==> src/rtl/dish_wash_ctrl.sv <==
// Dish-washer cycle controller: fill, wash, drain, rinse/drain passes, dry, with abort drain.
// Optional door interlock pause is enabled by defining DISHWASH_DOOR_EN.
module dish_wash_ctrl #(
    parameter int FILL_CYC     = 4,
    parameter int WASH_CYC     = 5,
    parameter int DRAIN_CYC    = 3,
    parameter int RINSE_CYC    = 4,
    parameter int RINSE_PASSES = 2,
    parameter int DRY_CYC      = 6,
    parameter int CW           = 8
) (
    input  logic       clk,
    input  logic       rst,
`ifdef DISHWASH_DOOR_EN
    input  logic       door_open,
`endif
    input  logic       start,
    input  logic       abort,
    output logic       water,
    output logic       soap,
    output logic       motor,
    output logic       pump,
    output logic       heat,
    output logic       busy,
    output logic       done,
    output logic       aborted,
    output logic [2:0] phase
);

    typedef enum logic [2:0] {
        IDLE        = 3'd0,
        FILL        = 3'd1,
        WASH        = 3'd2,
        DRAIN       = 3'd3,
        RINSE       = 3'd4,
        DRY         = 3'd5,
        DONE        = 3'd6,
        ABORT_DRAIN = 3'd7
    } state_t;

    localparam logic [CW-1:0] FILL_LD  = CW'(FILL_CYC - 1);
    localparam logic [CW-1:0] WASH_LD  = CW'(WASH_CYC - 1);
    localparam logic [CW-1:0] DRAIN_LD = CW'(DRAIN_CYC - 1);
    localparam logic [CW-1:0] RINSE_LD = CW'(RINSE_CYC - 1);
    localparam logic [CW-1:0] DRY_LD   = CW'(DRY_CYC - 1);
    localparam logic [3:0]    PASSES   = 4'(RINSE_PASSES);

    state_t        state;
    logic [CW-1:0] timer;
    logic [3:0]    rinse_cnt;
    logic          paused;

`ifdef DISHWASH_DOOR_EN
    assign paused = door_open;
`else
    assign paused = 1'b0;
`endif

    // Timed states count down from *_CYC-1 and leave on the edge where the timer reads 0.
    always_ff @(posedge clk) begin
        if (rst) begin
            state     <= IDLE;
            timer     <= '0;
            rinse_cnt <= '0;
        end else begin
            case (state)
                IDLE: begin
                    if (start && !paused) begin
                        state     <= FILL;
                        timer     <= FILL_LD;
                        rinse_cnt <= PASSES;
                    end
                end
                DONE: state <= IDLE;
                ABORT_DRAIN: begin
                    if (!paused) begin
                        if (timer == '0)
                            state <= IDLE;
                        else
                            timer <= timer - 1'b1;
                    end
                end
                default: begin
                    if (abort) begin
                        state <= ABORT_DRAIN;
                        timer <= DRAIN_LD;
                    end else if (!paused) begin
                        if (timer != '0) begin
                            timer <= timer - 1'b1;
                        end else begin
                            case (state)
                                FILL: begin
                                    state <= WASH;
                                    timer <= WASH_LD;
                                end
                                WASH, RINSE: begin
                                    state <= DRAIN;
                                    timer <= DRAIN_LD;
                                end
                                DRAIN: begin
                                    if (rinse_cnt != '0) begin
                                        state     <= RINSE;
                                        timer     <= RINSE_LD;
                                        rinse_cnt <= rinse_cnt - 1'b1;
                                    end else begin
                                        state <= DRY;
                                        timer <= DRY_LD;
                                    end
                                end
                                DRY:     state <= DONE;
                                default: state <= IDLE;
                            endcase
                        end
                    end
                end
            endcase
        end
    end

    // Actuators are a decode of the state register, silenced while the door holds the cycle.
    always_comb begin
        water   = 1'b0;
        soap    = 1'b0;
        motor   = 1'b0;
        pump    = 1'b0;
        heat    = 1'b0;
        done    = 1'b0;
        aborted = 1'b0;
        case (state)
            FILL:  water = !paused;
            WASH: begin
                soap  = !paused;
                motor = !paused;
            end
            DRAIN: pump = !paused;
            RINSE: begin
                water = !paused;
                motor = !paused;
            end
            DRY:   heat = !paused;
            DONE:  done = 1'b1;
            ABORT_DRAIN: begin
                pump    = !paused;
                aborted = (timer == '0) && !paused;
            end
            default: ;
        endcase
    end

    assign busy  = (state != IDLE);
    assign phase = state;

endmodule

==> config.mk <==
export PLATFORM = sky130hd
export DESIGN_NAME = dish_wash_ctrl
export DESIGN_NICKNAME = d
export VERILOG_FILES = /design/src/rtl/dish_wash_ctrl.sv
export SDC_FILE = /design/constraint.sdc
export NUM_CORES = 1
export LEC_CHECK = 0
export ABC_AREA = 1
export BUFFER_PORTS_ARGS = -buffer_cell sky130_fd_sc_hd__buf_2
export CORE_UTILIZATION = 35
export CTS_CLUSTER_DIAMETER = 60
export DETAILED_ROUTE_END_ITERATION = 8
export PLACE_DENSITY_LB_ADDON = 0.12
export SYNTH_ARGS = -nofsm -noshare
export SYNTH_HDL_FRONTEND = slang
export SYNTH_SLANG_ARGS = --single-unit
==> constraint.sdc <==
create_clock -name clk -period 2.51 [get_ports clk]
set_clock_uncertainty 0.1 [all_clocks]
set_input_delay 0.251 -clock clk [delete_from_list [all_inputs] [get_ports clk]]
set_output_delay 0.251 -clock clk [all_outputs]
set_load 0.02 [all_outputs]
==> impl_results.md, run 1 <==
* Clk root buf: clkbuf_4
* Post-synth EDFFs at 0
* Clock Path Buffers at 2
* Setup crit end kind: output port
* PortBufs at 14
* Asr flop ratio synth at 0%
* Pre-CTS setup slack at 0.775 ns
* Top cells by area, synth: dfxtp_1 (26%), nand2_1 (13%), inv_1 (9.2%)
* Hpwl dp at 2080 µm
* PD cells at 1440 nW/µm²
* RSZ-0062 raised after global routing: no
* Commonest non-fill, non-tap cell in the layout: nand2_1
* Outcome: finished, final reports clean
* # setup viols final at 0
* Largest family of logic cells by synthesized area: simple AND/OR/NAND/NOR gates
* Area of the mapped netlist at 1150 µm²
* HP Class: input port to flop
* Post-Synth Simple-Gate Area at 41.2%
* RD Place Congestion at 0.763
* Leakage at 0.000650 µW
* Vias/cell at 4.64
* # diodes at 0
* Tmin final at 1.86 ns
* Critical path class: flop to output port
* Post-CTS Hold Buffers at 0
* Synth area leader: dfxtp_1
* #FFs+latches synth at 15
* Clk slew on worst S/H paths at 0.09 ns
* F_max at 538 MHz
* Ys flop type: dfxtp_1
* Initial antenna violation count at 0
* # rows at 20
* Setup bufs post-CTS at 0
* Syn Inst Count at 183
* Placed cells at 239
* 1st-pass router iterations at 4
* Final cell count without fillers at 243
* Worst EP required at 2.16 ns
* P&R area growth vs syn at 11.5%
* Synth Area per Inst at 6.28 µm²
* Mux contribution to synthesized area at 0%
* Post-synth top area share at 26.1%
* Overflow after GRT at 0
* Iter 0 DRT Violations at 53
* Share of layout cells above drive strength 1 at 23.1%
* Max H-tree Level at 1
* Worst Max-Slew Pin Slew at 0.377 ns
* Final #Nets at 208
* Max-cap violations at 0
* Routed wire length at 2680 µm
* Synth Area in Adders at 4.36%
* Die height at 59.3 µm
* WL per Instance at 11.0 µm
* Final WS setup at 0.650 ns
* Synth Warn # at 0
* Netlist cell types at 25
* First-pass GRT wire length at 4510 µm
* Final slew viol count at 0
* Vias in the first global route at 971
* Ports at 15
* Die Area at 3510 µm²
* Starting density of the core at 37.3%
* GRT Total Usage at 17.4%
* Share of the yosys chip area belonging to registers at 26.1%
* CTS tree: done
* Clk_lat worst skew at 0.29 ns
* Via Count at 1127
* Hold Vio Cnt, Final at 0
* Antenna Violating Nets Remaining at 0
* Post-Syn Nets at 191
* CTS Sinks at 15
* Largest net degree at the start of global routing at 12
* Setup TNS at 0 ns
* Max FO, Critical Path at 9
* Most frequent cells in the layout: nand2_1 (40), inv_1 (28), nor2_1 (22)
* Post_cts resized at 0
* Tcrit/Tclk final at 74.1%
* Crit path DAT at 1.51 ns
* Area fraction in compound gates after synthesis at 14.1%
* Post-route DRC violation count at 0
* Slew headroom at 74.8%
* Worst vdd ir at 518 µV
* CP Launch Type: flop
* CTS buffer count at 3
* Core box area at 3080 µm²
* Die width at 59.3 µm
* Post-synthesis xor/xnor area fraction at 1.53%
* Final core utilization at 41.6%
[cell usage after synthesis, types with 3 or more instances]
cell and instances:
a21oi_1 15, nor2_4 3, nor2_2 5, nand2_1 40
nand2_2 7, dfxtp_1 15, nor2_1 22, nand2_4 3
inv_1 28, ha_1 4, nor3_1 3, nand3_1 12
o21ai_0 7, inv_2 6
[cells by family (layout without fill, tap and decap cells)]
kind of cell / Yosys count / after routing
DFF: 15 / 15
xor gates and xnor gates: 2 / 2
buffers and inverters: 36 / 52
adders and majority gates: 4 / 4
AOI/OAI and AO/OA: 28 / 28
and+or+nand+nor: 98 / 98
[state kept, by name, indices dropped and copies added, names as in the netlist]
name,cells
timer,8
phase,3
rinse_cnt,4
[layer usage]
layer / part of all wire [%] / vias up / track usage [%]
met5: 0 / - / 0
met4: 1.6 / 0 / 7.14
met3: 5.9 / 5 / 3.28
met2: 41 / 32 / 23.9
met1: 52 / 484 / 26.1
li1: - / 606 / -
[layout make-up]
class                   instances  area, µm²
clock buffers                   4       26.3
fillers                       346       1800
inverters                      34        128
multi-input cells             132        702
flip-flops and latches         15        300
well taps                      44       55.1
repair buffers                 14       70.1
[power by group]
part,total (µW),internal (µW),switching (µW),leakage [µW]
clock,147,61.8,84.7,0.0000150
combinational,1260,426,830,0.000512
sequential,442,335,108,0.000123
[through the flow]
step                hold slack [ns]  instance area [µm²]  total power (µW)
floorplan                     0.220                 1150              1440
global placement              0.373                 1250              1710
global route                 0.0609                 1280              2050
finish                       0.0675                 1280              1850
CTS                          0.0615                 1280              1860
detailed placement            0.374                 1250              1710
[path summary, 6_finish.rpt]
| path | start | to | slack, ns | cells after the start |
|---|---|---|---|---|
| hold / removal | rst | phase[2]$_SDFFE_PP0P_ | 0.07 | 2 |
| setup / recovery | phase[2]$_SDFFE_PP0P_ | aborted | 0.65 | 5 |
| setup reg to reg | timer[0]$_SDFFE_PP0P_ | timer[0]$_SDFFE_PP0P_ | 0.77 | 10 |
| hold reg to reg | rinse_cnt[0]$_SDFFE_PP0P_ | rinse_cnt[0]$_SDFFE_PP0P_ | 0.39 | 1 |
[worst max-delay path: stages (launching register included)]
cell and delay, ns:
dfxtp_1 0.54, inv_2 0.17, nor2_4 0.22, nand2_2 0.09
inv_1 0.05, buf_2 0.15
(Power assumes the default switching activity.)
==> inputs of run 2 (changes only) <==
ABC_AREA = 0   (was 1)
clock period = 1.65 ns   (was 2.51 ns; I/O delays follow)
==> run 2 against run 1 <==
Largest cell class unchanged. Clock power increased by 46%. Cell area is 31% higher. Combinational power increased by 120%. Critical path depth is 1 higher. Core utilization is 13 points higher. Global-route usage increased by 3.3 points. First-iteration DRC count down 1.9%. Clock-buffer cell count stayed put. Largest power group unchanged. Sequential power is 48% higher. Total power grew 99%. Die area down 2.4%. Worst setup slack got worse by 0.81 ns. The flow now finishes with violations (setup timing).
==> impl_results.md, run 2 <==
* Outcome: complete, but fails checks (was finished, final reports clean)
* Failing checks: setup timing
* Overall power at 3660 µW (was 1850 µW)
* Worst Max-Slew Pin Slew at 0.420 ns (was 0.377 ns)
* Die width at 58.6 µm (was 59.3 µm)
* Crit path DAT at 1.55 ns (was 1.51 ns)
* Vias in the first global route at 1136 (was 971)
* HP Class: input port to flop (unchanged)
* Syn Inst Count at 139 (was 183)
* CP Cell Sequence: inv_2, ha_4, nor4b_4, nand2_1, nor2_1, buf_4 (was inv_2, nor2_4, nand2_2, inv_1, buf_2)
* Post-Syn Nets at 147 (was 191)
* Slowest stage delay, CP at 0.33 ns (was 0.54 ns)
* Synth Area per Inst at 8.06 µm² (was 6.28 µm²)
* Kind of cell adding the most delay to the critical path: simple AND/OR/NAND/NOR gates (was flip-flops)
* CTS buffer count at 3 (unchanged)
* Initial antenna violation count at 0 (unchanged)
* Ports at 15 (unchanged)
* Leakage at 0.000742 µW (was 0.000650 µW)
* Hpwl dp at 2300 µm (was 2080 µm)
* F_max at 551 MHz
* Hold depth at 2 (unchanged)
* Share of the yosys chip area belonging to registers at 26.8% (was 26.1%)
* Slew headroom at 72.0% (was 74.8%)
* P&R area growth vs syn at 50.1% (was 11.5%)
* Top reg by flops: timer (unchanged)
* Final WS setup at -0.163 ns (was 0.650 ns)
* Overflow after GRT at 0 (unchanged)
* 1st-pass router iterations at 4 (unchanged)
* Share of layout cells above drive strength 1 at 46.1% (was 23.1%)
* Die Area at 3430 µm² (was 3510 µm²)
* Final slew viol count at 0 (unchanged)
* Vias/cell at 5.24 (was 4.64)
* CTS Sinks at 15 (unchanged)
* Via Count at 1242 (was 1127)
* # diodes at 0 (unchanged)
* Max FO, Critical Path at 4 (was 9)
* Synth area leader: dfxtp_1 (unchanged)
* Clock Path Buffers at 2 (unchanged)
* Ys flop type: dfxtp_1 (unchanged)
* Asr flop ratio synth at 0% (unchanged)
* Setup crit end kind: output port (unchanged)
* Crit-path slowest cell: dfxtp_2 (was dfxtp_1)
* # rows at 20 (unchanged)
* #FFs+latches synth at 15 (unchanged)
* RD Place Congestion at 0.858 (was 0.763)
* Netlist cell types at 51 (was 25)
* Max FFs per register at 8 (unchanged)
* Tmin final at 1.81 ns
* Most frequent cells in the layout: buf_4 (42), nor2_1 (18), nand2_1 (13) (was nand2_1 (40), inv_1 (28), nor2_1 (22))
* Reg-to-Reg End: timer[1]$_SDFFE_PP0P_ (was timer[0]$_SDFFE_PP0P_)
* Hold worst-path end: rinse_cnt[3]$_SDFFE_PP0P_ (was phase[2]$_SDFFE_PP0P_)
* Hold Vio Cnt, Final at 0 (unchanged)
* Top cells by area, synth: dfxtp_1 (27%), nor2_1 (6.4%), ha_1 (4.5%) (was dfxtp_1 (26%), nand2_1 (13%), inv_1 (9.2%))
* Post-CTS Hold Buffers at 0 (unchanged)
* # setup viols final at 16 (was 0)
* Core box area at 3050 µm² (was 3080 µm²)
* Worst EP required at 1.38 ns (was 2.16 ns)
* Synth Warn # at 0 (unchanged)
* Clk_lat worst skew at 0.29 ns (about the same)
* Final #Nets at 202 (was 208)
* Max-cap violations at 0 (unchanged)
* Post-synth top cells: nor2_1 (19), dfxtp_1 (15), nand2_1 (13) (was nand2_1 (40), inv_1 (28), nor2_1 (22))
* PD cells at 2180 nW/µm² (was 1440 nW/µm²)
* R2R setup slack at -0.14 ns (was 0.77 ns)
* Post-route DRC violation count at 0 (unchanged)
* Clk slew on worst S/H paths at 0.09 ns (about the same)
* Max H-tree Level at 1 (unchanged)
* Iter 0 DRT Violations at 52 (was 53)
* PortBufs at 14 (unchanged)
* Post-synth EDFFs at 0 (unchanged)
* Commonest non-fill, non-tap cell in the layout: buf_4 (was nand2_1)
* First-pass GRT wire length at 5350 µm (was 4510 µm)
* Final core utilization at 55.0% (was 41.6%)
* Buffers and inverters on the worst path at 2 (was 3)
* Starting density of the core at 36.7% (was 37.3%)
* Die height at 58.6 µm (was 59.3 µm)
* RSZ-0062 raised after global routing: yes (was no)
* WL per Instance at 13.5 µm (was 11.0 µm)
* Area of the mapped netlist at 1120 µm² (was 1150 µm²)
* Crit Reg-Reg Startpoint: timer[1]$_SDFFE_PP0P_ (was timer[0]$_SDFFE_PP0P_)
* Antenna Violating Nets Remaining at 0 (unchanged)
* Worst vdd ir at 1030 µV (was 518 µV)
* Most frequent cell after synthesis: nor2_1 (was nand2_1)
* Post-synth top area share at 26.8% (was 26.1%)
* Largest net degree at the start of global routing at 14 (was 12)
* Tcrit/Tclk final at 110%
* Clk root buf: clkbuf_4 (unchanged)
* Critical path class: flop to output port (unchanged)
* CP Launch Type: flop (unchanged)
* Routed wire length at 3210 µm (was 2680 µm)
* Hold Path Origin: start (was rst)
* GRT Total Usage at 20.7% (was 17.4%)
* CTS tree: done (unchanged)
* R2R depth at 7 (was 10)
==> run 2: cell types whose count changed after synthesis, moves of 5 or more <==
| cell | delta |
|---|---|
| inv_2 | -6 |
| a21oi_1 | -6 |
| nand2_2 | -7 |
| nor2_2 | -5 |
| nand2_1 | -27 |
| inv_1 | -20 |
| nand3_1 | -10 |
==> run 2: repair_timing <==
action,CTS,global route
pin swaps,16,9
gates resized for setup,14,9
cloned,1,0
buffers inserted,6,4
endpoints found under the setup margin,16,18
==> run 2: layout make-up <==
class | instances | area, µm²
Fill cell | 284 | 1370
Multi-Input combinational cell | 110 | 856
Tap cell | 44 | 55.1
Sequential cell | 15 | 314
Timing Repair Buffer | 55 | 393
Clock buffer | 4 | 26.3
Inverter | 9 | 36.3
==> run 2: routing by layer <==
| layer | vias to the layer above | wire (µm) | GRT usage (%) |
|---|---|---|---|
| met3 | 7 | 149 | 3.30 |
| met5 | - | 0 | 0 |
| met1 | 577 | 1520 | 28.0 |
| li1 | 619 | - | - |
| met2 | 39 | 1490 | 33.3 |
| met4 | 0 | 51 | 7.82 |
==> run 2: how the worst max path moves through the flow <==
stage / start / endpoint / depth (start not counted)
6_report: timer[1]$_SDFFE_PP0P_ / aborted / 6
5_1_grt: timer[1]$_SDFFE_PP0P_ / aborted / 6
4_1_cts: timer[1]$_SDFFE_PP0P_ / aborted / 6
3_5_place_dp: rinse_cnt[0]$_SDFFE_PP0P_ / timer[1]$_SDFFE_PP0P_ / 7
3_3_place_gp: rinse_cnt[0]$_SDFFE_PP0P_ / timer[1]$_SDFFE_PP0P_ / 7
2_1_floorplan: timer[0]$_SDFFE_PP0P_ / timer[2]$_SDFFE_PP0P_ / 8
==> run 2: stage by stage <==
| step | setup WS [ns] | hold slack (ns) | TNS [ns] | instance area, µm² | instances |
|---|---|---|---|---|---|
| final | -0.163 | 0.0838 | -1.57 | 1680 | 237 |
| after global routing | -0.293 | 0.0604 | -3.22 | 1680 | 237 |
| after CTS | -0.169 | 0.0801 | -1.42 | 1620 | 234 |
| after detailed placement | -0.165 | 0.365 | -1.08 | 1480 | 223 |
| after global placement | -0.135 | 0.362 | -0.913 | 1480 | 223 |
| after floorplan | -0.111 | 0.136 | -0.294 | 1140 | 139 |
==> run 2: logic make-up after synthesis <==
family,count (synthesis),share of synthesized area [%]
and+or+nand+nor,60,32.0
AOI/OAI and AO/OA,38,24.7
buffers and inverters,15,6.15
DFF,15,26.8
xor gates and xnor gates,4,3.13
adders and majority gates,4,4.47
muxes,3,2.79
==> run 2: power by group <==
part           total (µW)  internal, µW  switching [µW]
Sequential            652           504             148
Combinational        2800          1370            1430
Clock                 215          94.0             121
==> inputs of run 3 (changes only) <==
clock period = 1.6 ns   (was 1.65 ns; I/O delays follow)
==> run 3 against run 2 <==
The flow still finishes with violations (setup timing). Die area unchanged. Core utilization increased by 2.6 points. Global-route usage fell by 0.54 points. First-iteration DRC count decreased by 27%. Register-to-register slack got worse by 0.10 ns. Highest routed layer unchanged.
==> impl_results.md, run 3 (synthesized netlist as in run 2, its figures left out) <==
* Final slew viol count at 0 (unchanged)
* CTS Sinks at 15 (unchanged)
* CTS buffer count at 3 (unchanged)
* Die Area at 3430 µm² (unchanged)
* Clock Path Buffers at 2 (unchanged)
* Worst EP required at 1.34 ns (was 1.38 ns)
* Crit-path slowest cell: dfxtp_2 (unchanged)
* # diodes at 0 (unchanged)
* Largest net degree at the start of global routing at 14 (unchanged)
* CP Cell Sequence: inv_2, ha_4, nor4b_4, nand2_1, nor2_1, buf_4 (unchanged)
* Post-CTS Hold Buffers at 0 (unchanged)
* Critical path class: flop to output port (unchanged)
* Filler Cells Inserted at 311 (was 284)
* WL per Instance at 14.1 µm (was 13.5 µm)
* Crit Reg-Reg Startpoint: timer[1]$_SDFFE_PP0P_ (unchanged)
* CP Launch Type: flop (unchanged)
* GRT Total Usage at 20.2% (was 20.7%)
* Clk_lat worst skew at 0.30 ns (was 0.29 ns)
* Most frequent cells in the layout: buf_4 (46), nor2_1 (17), nand2_1 (12), buf_2 (12), dfxtp_1 (10) (was buf_4 (42), nor2_1 (18), nand2_1 (13))
* Antenna Violating Nets Remaining at 0 (unchanged)
* Post-route DRC violation count at 0 (unchanged)
* Clk slew on worst S/H paths at 0.11 ns (was 0.09 ns)
* Starting density of the core at 36.7% (unchanged)
* P&R area growth vs syn at 57.1% (was 50.1%)
* Final core utilization at 57.6% (was 55.0%)
* R2R setup slack at -0.24 ns (was -0.14 ns)
* Hold depth at 2 (unchanged)
* Hold slack at 0.0721 ns (was 0.0838 ns)
* Hold Path Origin: start (unchanged)
* Overflow after GRT at 0 (unchanged)
* Clk root buf: clkbuf_4 (unchanged)
* Via Count at 1256 (was 1242)
* First-pass GRT wire length at 5180 µm (was 5350 µm)
* Placed Area at 1520 µm² (was 1480 µm²)
* Outcome: complete, but fails checks (unchanged)
* Setup crit end kind: output port (unchanged)
* Max FO, Critical Path at 4 (unchanged)
* Max-cap violations at 0 (unchanged)
* Hold Vio Cnt, Final at 0 (unchanged)
* Hpwl dp at 2450 µm (was 2300 µm)
* Slew headroom at 69.8% (was 72.0%)
* RD Place Congestion at 0.838 (was 0.858)
* Reg-to-Reg End: timer[0]$_SDFFE_PP0P_ (was timer[1]$_SDFFE_PP0P_)
* Commonest non-fill, non-tap cell in the layout: buf_4 (unchanged)
* Max FFs per register at 8 (unchanged)
* R2R depth at 7 (unchanged)
* Failing checks: setup timing (unchanged)
* Met2 usage at 34.3% (was 33.3%)
* RSZ-0062 raised after global routing: yes (unchanged)
* Top reg by flops: timer (unchanged)
* # setup viols final at 16 (unchanged)
* Fin area at 1760 µm² (was 1680 µm²)
* 1st-pass router iterations at 4 (unchanged)
* Iter 0 DRT Violations at 38 (was 52)
* M3 GR Usage at 2.64% (was 3.30%)
* # rows at 20 (unchanged)
* Ports at 15 (unchanged)
* Tcrit/Tclk final at 116%
* Share of layout cells above drive strength 1 at 52.5% (was 46.1%)
* Met1 Use GR at 26.7% (was 28.0%)
* Die height at 58.6 µm (unchanged)
* PD cells at 2270 nW/µm² (was 2180 nW/µm²)
* Routed wire length at 3410 µm (was 3210 µm)
* F_max at 538 MHz
* Core box area at 3050 µm² (unchanged)
* HP Class: input port to flop (unchanged)
* Vias/cell at 5.19 (was 5.24)
* Initial antenna violation count at 0 (unchanged)
* Final #Nets at 207 (was 202)
* CTS tree: done (unchanged)
* GRT busiest layer: met2 (unchanged)
* Slowest stage delay, CP at 0.34 ns (was 0.33 ns)
* PortBufs at 14 (unchanged)
* Worst Max-Slew Pin Slew at 0.452 ns (was 0.420 ns)
* Worst vdd ir at 1330 µV (was 1030 µV)
* Tmin final at 1.86 ns
* Crit path DAT at 1.60 ns (was 1.55 ns)
* Hold worst-path end: rinse_cnt[3]$_SDFFE_PP0P_ (unchanged)
* Vias in the first global route at 1118 (was 1136)
* Max H-tree Level at 1 (unchanged)
* Final WS setup at -0.258 ns (was -0.163 ns)
* Leakage at 0.000759 µW (was 0.000742 µW)
* Die width at 58.6 µm (unchanged)
run 3: cell count changes in the layout (fill, tap and decap cells not counted), moves of 2 or more:
cell | before | now
inv_2 | 2 | 4
buf_4 | 42 | 46
inv_1 | 6 | 4
ha_1 | 3 | 1
run 3: worst max-delay path: cells and delay by family (launching register included):
family / cells / cell delay (ns)
fa+ha+maj: 1 / 0.15
buf+inv: 2 / 0.23
flops: 1 / 0.34
simple gates: 3 / 0.59
run 3: how the worst max path moves through the flow:
| stage | end | from | cells after the start | slack [ns] |
|---|---|---|---|---|
| 2_1_floorplan | timer[2]$_SDFFE_PP0P_ | timer[0]$_SDFFE_PP0P_ | 8 | -0.16 |
| 3_3_place_gp | timer[1]$_SDFFE_PP0P_ | rinse_cnt[1]$_SDFFE_PP0P_ | 7 | -0.17 |
| 3_5_place_dp | timer[1]$_SDFFE_PP0P_ | rinse_cnt[1]$_SDFFE_PP0P_ | 7 | -0.20 |
| 4_1_cts | aborted | timer[1]$_SDFFE_PP0P_ | 6 | -0.24 |
| 5_1_grt | rinse_cnt[3]$_SDFFE_PP0P_ | timer[1]$_SDFFE_PP0P_ | 7 | -0.34 |
| 6_report | aborted | timer[1]$_SDFFE_PP0P_ | 6 | -0.26 |
run 3: where the power goes:
part           switching (µW)  internal, µW  total [µW]
combinational            1590          1480        3070
sequential                165           515         680
clock                     138          96.9         235
total                    1890          2100        3990
run 3: metal layers:
metal | share of wire [%] | vias up | wire, µm
met4 | 1.4 | 0 | 48
met2 | 48 | 28 | 1630
met1 | 48 | 596 | 1640
met3 | 2.8 | 4 | 96
li1 | - | 628 | -
met5 | 0 | - | 0
run 3: layout make-up:
| type | count | area (µm²) | area share, % |
|---|---|---|---|
| multi-input cells | 110 | 902 | 51.3 |
| inverters | 9 | 36.3 | 2.06 |
| well taps | 44 | 55.1 | 3.13 |
| repair buffers | 60 | 428 | 24.3 |
| clock buffers | 4 | 26.3 | 1.49 |
| flip-flops and latches | 15 | 312 | 17.7 |
run 3: what timing repair did:
item,CTS,global route
endpoints found under the setup margin,17,18
setup buffers,4,6
gates resized for setup,15,17
cloned,0,1
pin swaps,15,17
run 3: metrics by stage:
stage / power, µW / worst slack (ns) / cells / TNS [ns]
global placement: 3020 / -0.174 / 228 / -1.34
floorplan: 2150 / -0.161 / 139 / -0.633
detailed placement: 3060 / -0.197 / 228 / -1.83
global route: 4260 / -0.336 / 242 / -3.77
finish: 3990 / -0.258 / 242 / -2.58
CTS: 3520 / -0.240 / 236 / -2.19
